File: config.mk
export PLATFORM = sky130hd
export DESIGN_NAME = clic_trig_gateway
export DESIGN_NICKNAME = d
export VERILOG_FILES = /design/src/rtl/clic_trig_gateway.sv
export SDC_FILE = /design/constraint.sdc
export NUM_CORES = 1
export LEC_CHECK = 0
export BUFFER_PORTS_ARGS = -buffer_cell sky130_fd_sc_hd__clkbuf_2
export CAP_MARGIN = 25
export CORE_AREA = 2 2 115 117
export DETAILED_ROUTE_END_ITERATION = 6
export DIE_AREA = 0 0 117 119
export PLACE_DENSITY_LB_ADDON = 0.25
export SETUP_SLACK_MARGIN = 0.2
export SYNTH_ARGS = -nofsm -noshare
export SYNTH_HDL_FRONTEND = slang
export SYNTH_SLANG_ARGS = --single-unit
File: constraint.sdc
create_clock -name clk_i -period 1.75 [get_ports clk_i]
set_clock_uncertainty 0.15 [all_clocks]
set_input_delay 0.35 -clock clk_i [delete_from_list [all_inputs] [get_ports clk_i]]
set_output_delay 0.35 -clock clk_i [all_outputs]
set_load 0.01 [all_outputs]
File: src/rtl/clic_trig_gateway.sv
// Per-source CLIC interrupt gateway: level/edge trigger modes, edge-pending state, lost-edge flags.
// Define CLIC_IRQ_SYNC_EN to put a 2-flop synchroniser in front of each raw interrupt line.
module clic_trig_gateway #(
  parameter int unsigned N_SOURCE = 32,
  parameter int unsigned SRC_W    = $clog2(N_SOURCE)
) (
  input  logic                     clk_i,
  input  logic                     rst_ni,
  input  logic [N_SOURCE-1:0]      irq_i,
  input  logic [N_SOURCE-1:0][1:0] trig_i,
  input  logic [N_SOURCE-1:0]      ie_i,
  input  logic [N_SOURCE-1:0]      ip_we_i,
  input  logic [N_SOURCE-1:0]      ip_wdata_i,
  input  logic                     claim_valid_i,
  input  logic [SRC_W-1:0]         claim_id_i,
  output logic [N_SOURCE-1:0]      ip_o,
  output logic [N_SOURCE-1:0]      active_o,
  output logic [N_SOURCE-1:0]      ovf_o
);

  logic [N_SOURCE-1:0] irq_s;
  logic [N_SOURCE-1:0] lvl;
  logic [N_SOURCE-1:0] edge_det;
  logic [N_SOURCE-1:0] claim_hit;
  logic [N_SOURCE-1:0] prev_q;
  logic [N_SOURCE-1:0] ip_q, ip_d;
  logic [N_SOURCE-1:0] ovf_q, ovf_d;

`ifdef CLIC_IRQ_SYNC_EN
  logic [N_SOURCE-1:0] sync1_q, sync2_q;

  always_ff @(posedge clk_i or negedge rst_ni) begin
    if (!rst_ni) begin
      sync1_q <= '0;
      sync2_q <= '0;
    end else begin
      sync1_q <= irq_i;
      sync2_q <= sync1_q;
    end
  end

  assign irq_s = sync2_q;
`else
  assign irq_s = irq_i;
`endif

  // IDs at or above N_SOURCE never match any loop index, so they are ignored.
  always_comb begin
    lvl       = '0;
    claim_hit = '0;
    for (int unsigned i = 0; i < N_SOURCE; i++) begin
      lvl[i]       = irq_s[i] ^ trig_i[i][1];
      claim_hit[i] = claim_valid_i && (claim_id_i == SRC_W'(i));
    end
  end

  // prev_q tracks in every mode so a level->edge switch raises no spurious edge.
  assign edge_det = lvl & ~prev_q;

  always_comb begin
    ip_d  = ip_q;
    ovf_d = ovf_q;
    for (int unsigned i = 0; i < N_SOURCE; i++) begin
      if (!trig_i[i][0]) begin
        ip_d[i] = lvl[i];
      end else if (ip_we_i[i]) begin
        ip_d[i]  = ip_wdata_i[i];
        ovf_d[i] = 1'b0;
      end else if (edge_det[i]) begin
        ip_d[i] = 1'b1;
        if (ip_q[i] && !claim_hit[i]) begin
          ovf_d[i] = 1'b1;
        end
      end else if (claim_hit[i]) begin
        ip_d[i] = 1'b0;
      end
    end
  end

  always_ff @(posedge clk_i or negedge rst_ni) begin
    if (!rst_ni) begin
      prev_q <= '0;
      ip_q   <= '0;
      ovf_q  <= '0;
    end else begin
      prev_q <= lvl;
      ip_q   <= ip_d;
      ovf_q  <= ovf_d;
    end
  end

  assign ip_o     = ip_q;
  assign active_o = ip_q & ie_i;
  assign ovf_o    = ovf_q;

endmodule

==> flow_summary.json, run 1 <==
{
  "start_kind": "flop",
  "antenna_found_initial": 0,
  "synth.distinct_cells": 34,
  "ys_seq_area_share_pct": 49.41,
  "io_pins": 296,
  "drtIter0Drc": 181,
  "ys_top_cells_by_area": "dfrtp_1 (49%), xor2_1 (5.8%), and2_1 (4.2%), a21oi_1 (4.1%), a41oi_1 (3.8%)",
  "place.gp.congestion": 0.7511,
  "synth-edff-count": 0,
  "setup_viol": 0,
  "synth_ff_type": "dfrtp_1",
  "crit_path_end_kind": "primary output",
  "ir_drop_mv": 0.4190,
  "cts_tree": "done",
  "clock_sinks": 96,
  "die_area_um2": 13920,
  "worstHoldPathCells": 2,
  "final_layout_size_suffix_gt1_share_pct": 49.38,
  "htreeDepth": 3,
  "place_hpwl_um": 11790,
  "hp-class": "in2reg",
  "avgRoutedWirePerCell_um": 15.11,
  "path_max_fanout": 4,
  "tns_ns": 0,
  "path_clk_slew_ns": 0.06,
  "grt_pass1_wl_um": 22870,
  "fin_nets": 1006,
  "die_w_um": 117,
  "drt_pre_antenna_iters": 4,
  "layout_commonest_cell": "clkbuf_2",
  "worstMarginPinSlew_ns": 0.4062,
  "async_flop_share_pct": 100.0,
  "worstSkewPairLatency_ns": 0.34,
  "synth_area_um2": 4862,
  "yosys_warnings": 0,
  "place_area_um2": 6730,
  "utilization_pct": 57.41,
  "grt_use_total_pct": 21.06,
  "outcome": "finished, final reports clean",
  "leakage_nw": 3.752,
  "worstPathArrival_ns": 1.03,
  "ys_ff_latch": 96,
  "slew_headroom_pct": 72.92,
  "final_cell_mix": "clkbuf_2 (280), dfrtp_1 (95), buf_4 (61)",
  "row_count": 42,
  "final_area_um2": 7391,
  "viasPerCell": 5.096,
  "fp.dieH_um": 119,
  "syn_nets": 639,
  "drv_cap": 0,
  "numCtsBuffers": 9,
  "rsz0062_at_grt": "yes",
  "fmax_mhz": 652.6,
  "ant_nets": 0,
  "synthCells": 439,
  "slew_viol_final": 0,
  "core_um2": 12870,
  "drcViolationCount": 0,
  "required_ns": 1.25,
  "synth_top_area_share_pct": 49.41,
  "num_vias": 5025,
  "yosys.area.top_type": "dfrtp_1",
  "wl_um": 14900,
  "reg2reg_depth": 4,
  "p_total_mw": 6.214,
  "cts_root_buf": "clkbuf_16",
  "finalCritPeriodShare_pct": 87.57,
  "n_antenna_cell": 0,
  "finalNonFillerCells": 986,
  "grt.overflow.total": 0,
  "io_buffers": 295,
  "synthToLayoutAreaGrowth_pct": 52.01,
  "synth_area_per_cell_um2": 11.08,
  "grt_pass1_vias": 4926,
  "hold_slack_ns": 0.06378,
  "finalHoldViolations": 0,
  "dp_worst_setup_slack_ns": -0.05617,
  "fin_crit_ns": 1.532,
  "p_per_area_nw_per_um2": 840.8,
  "timing.final.ws_setup_ns": 0.2176,
  "path_class": "reg2out",
  "dp_cells": 926,
  "initial_utilization_pct": 37.76,
  "clockBufferDepth": 2,
  "grt_max_degree": 31
}
[cell type report]
class	instances	area (µm²)
clock buffer	15	267.8
tap	176	220.2
inverter	8	30.03
fill	1144	5484
multi-input combinational	332	2430
timing repair buffer	359	2039
sequential	96	2404
[flip-flops by register name, indices dropped and copies added (netlist names)]
signal  cells
ip_o       32
prev_q     32
ovf_o      32
[critical path: stages, from the launching register on]
cell and delay [ns]:
dfrtp_1 0.42, and2_1 0.15, clkbuf_2 0.12
[logic make-up (layout without fill, tap and decap cells)]
logic type | after synthesis | count (layout) | synth area share (%)
simple gates | 148 | 148 | 20.25
compound gates | 139 | 139 | 19.69
flops | 96 | 96 | 49.41
xor+xnor | 32 | 32 | 5.764
mux | 13 | 13 | 3.783
buf+inv | 11 | 382 | 1.107
[cell usage after synthesis (all sizes together) (9+ instances only)]
cell type / n
dfrtp: 96
and4b: 11
a32oi: 11
mux2: 13
nand3: 11
a21oi: 40
nor2b: 23
nand2: 40
xor2: 32
o21ai: 35
a41oi: 21
and4bb: 12
nor2: 9
a32o: 13
and2: 33
[worst paths after layout]
kind,slack (ns),endpoint,startpoint
min in group asynchronous,0.33,prev_q[4],rst_ni
hold reg to reg,0.38,ovf_o[24],ovf_o[24]
max in group asynchronous,0.60,ovf_o[11],rst_ni
hold / removal,0.06,prev_q[4],irq_i[4]
setup reg to reg,0.33,ip_o[11],ip_o[11]
setup / recovery,0.22,active_o[24],ip_o[24]
[power by group]
part / switching, mW / internal, mW
Combinational: 0.803 / 0.914
Sequential: 0.174 / 2.50
Clock: 0.789 / 1.04
Total: 1.77 / 4.45
[metal layers]
layer / routed length, µm / GRT usage [%]
met1: 6029 / 24.77
met2: 7641 / 37.32
met3: 1042 / 4.987
met4: 185 / 6.838
met5: 0 / 0
[what timing repair did]
action | in CTS | in global routing
setup endpoints to repair | 20 | 31
resized for setup | 1 | 29
endpoints found under the hold margin | 23 | 0
buffers inserted | 22 | 22
pin swaps | 4 | 17
hold buffers | 1 | 0
Power figures use the tool's default switching activity.
==> run 2, diff against run 1 <==
--- a/config.mk
+++ b/config.mk
@@ -5,7 +5,7 @@
 export SDC_FILE = /design/constraint.sdc
 export NUM_CORES = 1
 export LEC_CHECK = 0
-export BUFFER_PORTS_ARGS = -buffer_cell sky130_fd_sc_hd__clkbuf_2
+export BUFFER_PORTS_ARGS = -buffer_cell sky130_fd_sc_hd__buf_2
 export CAP_MARGIN = 25
 export CORE_AREA = 2 2 115 117
 export DETAILED_ROUTE_END_ITERATION = 6
==> constraint.sdc (replaced) <==
create_clock -name clk_i -period 1.75 [get_ports clk_i]
set_clock_uncertainty 0.15 [all_clocks]
set_input_delay 0.2625 -clock clk_i [delete_from_list [all_inputs] [get_ports clk_i]]
set_output_delay 0.2625 -clock clk_i [all_outputs]
set_load 0.01 [all_outputs]
==> flow_summary.json, run 2 (same netlist as run 1, synthesis figures left out) <==
{
  "io_pins": 296,
  "clockBufferDepth": 2,
  "grt_pass1_wl_um": 25260,
  "fp.dieH_um": 119,
  "drtIter0Drc": 215,
  "p_per_area_nw_per_um2": 774.7,
  "fin_crit_ns": 1.514,
  "cp_num_buf_inv": 2,
  "slew_viol_final": 0,
  "initial_utilization_pct": 37.76,
  "path_clk_slew_ns": 0.06,
  "core_um2": 12870,
  "drv_cap": 0,
  "synthToLayoutAreaGrowth_pct": 64.05,
  "place.gp.congestion": 0.7695,
  "slowest_stage": "dlygate4sd3_1",
  "place_hpwl_um": 11590,
  "swShare_pct": 28.99,
  "finalCritPeriodShare_pct": 86.54,
  "worstPathCellList": "dlygate4sd3_1, buf_2, nor4bb_4, mux2_4",
  "drt_pre_antenna_iters": 4,
  "worstMarginPinSlew_ns": 0.4435,
  "final_layout_size_suffix_gt1_share_pct": 40.49,
  "wl_um": 16390,
  "row_count": 42,
  "htreeDepth": 3,
  "layout_commonest_cell": "buf_2",
  "fmax_mhz": 660.3,
  "cp_top_family": "buffers and inverters",
  "grt.overflow.total": 0,
  "hp-class": "in2reg",
  "drcViolationCount": 0,
  "clockPowerShare_pct": 29.0,
  "comb_power_share_pct": 27.2,
  "grt_pass1_vias": 5481,
  "final_cell_mix": "buf_2 (294), dlygate4sd3_1 (100), dfrtp_1 (95)",
  "leakage_nw": 3.893,
  "num_vias": 5288,
  "crit_path_end_kind": "flop",
  "antenna_found_initial": 0,
  "p_int_mw": 4.388,
  "start_kind": "input pin",
  "worstSkewPairLatency_ns": 0.35,
  "viasPerCell": 5.119,
  "io_buffers": 295,
  "outcome": "finished, final reports clean",
  "p_total_mw": 6.179,
  "p_switching_mw": 1.791,
  "required_ns": 1.84,
  "setup_viol": 0,
  "worstPathArrival_ns": 1.60,
  "die_area_um2": 13920,
  "grt_max_degree": 40,
  "slowest_delay_ns": 0.55,
  "die_w_um": 117,
  "path_class": "in2reg",
  "ant_nets": 0,
  "clock_sinks": 96,
  "fin_nets": 1054,
  "avgRoutedWirePerCell_um": 15.87,
  "numCtsBuffers": 9,
  "seq_power_share_pct": 43.8,
  "cts_tree": "done",
  "cts_root_buf": "clkbuf_16",
  "path_max_fanout": 5,
  "slew_headroom_pct": 70.44,
  "tns_ns": 0,
  "fillers": 1072,
  "n_antenna_cell": 0,
  "ir_drop_mv": 0.3957,
  "finalHoldViolations": 0,
  "rsz0062_at_grt": "no",
  "grt_use_total_pct": 23.31
}
## run 2: cell type report
cell class	instances	area [µm²]	share of cell area, %
Clock buffer	13	250.2	3.137
Clock inverter	1	5.005	0.06275
Inverter	8	30.03	0.3765
Multi-Input combinational cell	332	2455	30.78
Sequential cell	96	2404	30.13
Tap cell	176	220.2	2.761
Timing Repair Buffer	407	2613	32.75
## run 2: power by group through the flow
stage | Combinational (mW) | Clock (mW) | Sequential [mW]
after global routing | 1.84 | 1.94 | 2.74
after global placement | 1.39 | 0 | 2.72
after CTS | 1.65 | 1.84 | 2.70
after floorplan | 0.581 | 0 | 2.79
after detailed placement | 1.43 | 0 | 2.74
final | 1.68 | 1.79 | 2.70
## run 2: routing by layer
layer	wire length, µm	track usage (%)	up-vias
met5	0	0	-
met4	568	11.62	0
met3	912	4.071	43
met2	8431	41.65	230
met1	6480	26.23	2516
li1	-	-	2499
## run 2: timing repair
| item | 4_1_cts | 5_1_grt |
|---|---|---|
| hold endpoints to repair | 101 | 0 |
| gates resized for setup | 0 | 9 |
| hold buffers | 101 | 0 |
| buffers inserted | 0 | 2 |
| setup endpoints to repair | 0 | 7 |
## run 2: final timing paths
check | endpoint | slack, ns | cells after the start | from
worst min register to register | ovf_o[24] | 0.38 | 2 | ovf_o[24]
worst min-delay path | ip_o[23] | 0.01 | 3 | ip_wdata_i[23]
max in group asynchronous | ip_o[1] | 0.62 | 3 | rst_ni
worst max register to register | ip_o[27] | 0.40 | 3 | prev_q[27]
worst max-delay path | ip_o[2] | 0.24 | 4 | trig_i[4]
min in group asynchronous | prev_q[4] | 0.24 | 2 | rst_ni
## run 2: worst register-to-register path, cell delays in order, from the launching register on
cell and delay, ns:
dfrtp_1 0.37, nor2b_1 0.16, and4bb_1 0.26, mux2_4 0.29
## run 2: metrics by stage
step	hold slack, ns	instance area (µm²)	worst slack (ns)	utilization (%)	instances
finish	0.009888	7976	0.2356	61.95	1033
global route	0.01275	7976	0.2045	61.95	1033
CTS	0.0009761	7909	0.2030	61.43	1031
detailed placement	0.08588	6643	0.04155	51.59	916
global placement	0.08602	6643	0.09077	51.59	916
floorplan	-0.1831	4862	0.3154	-	439
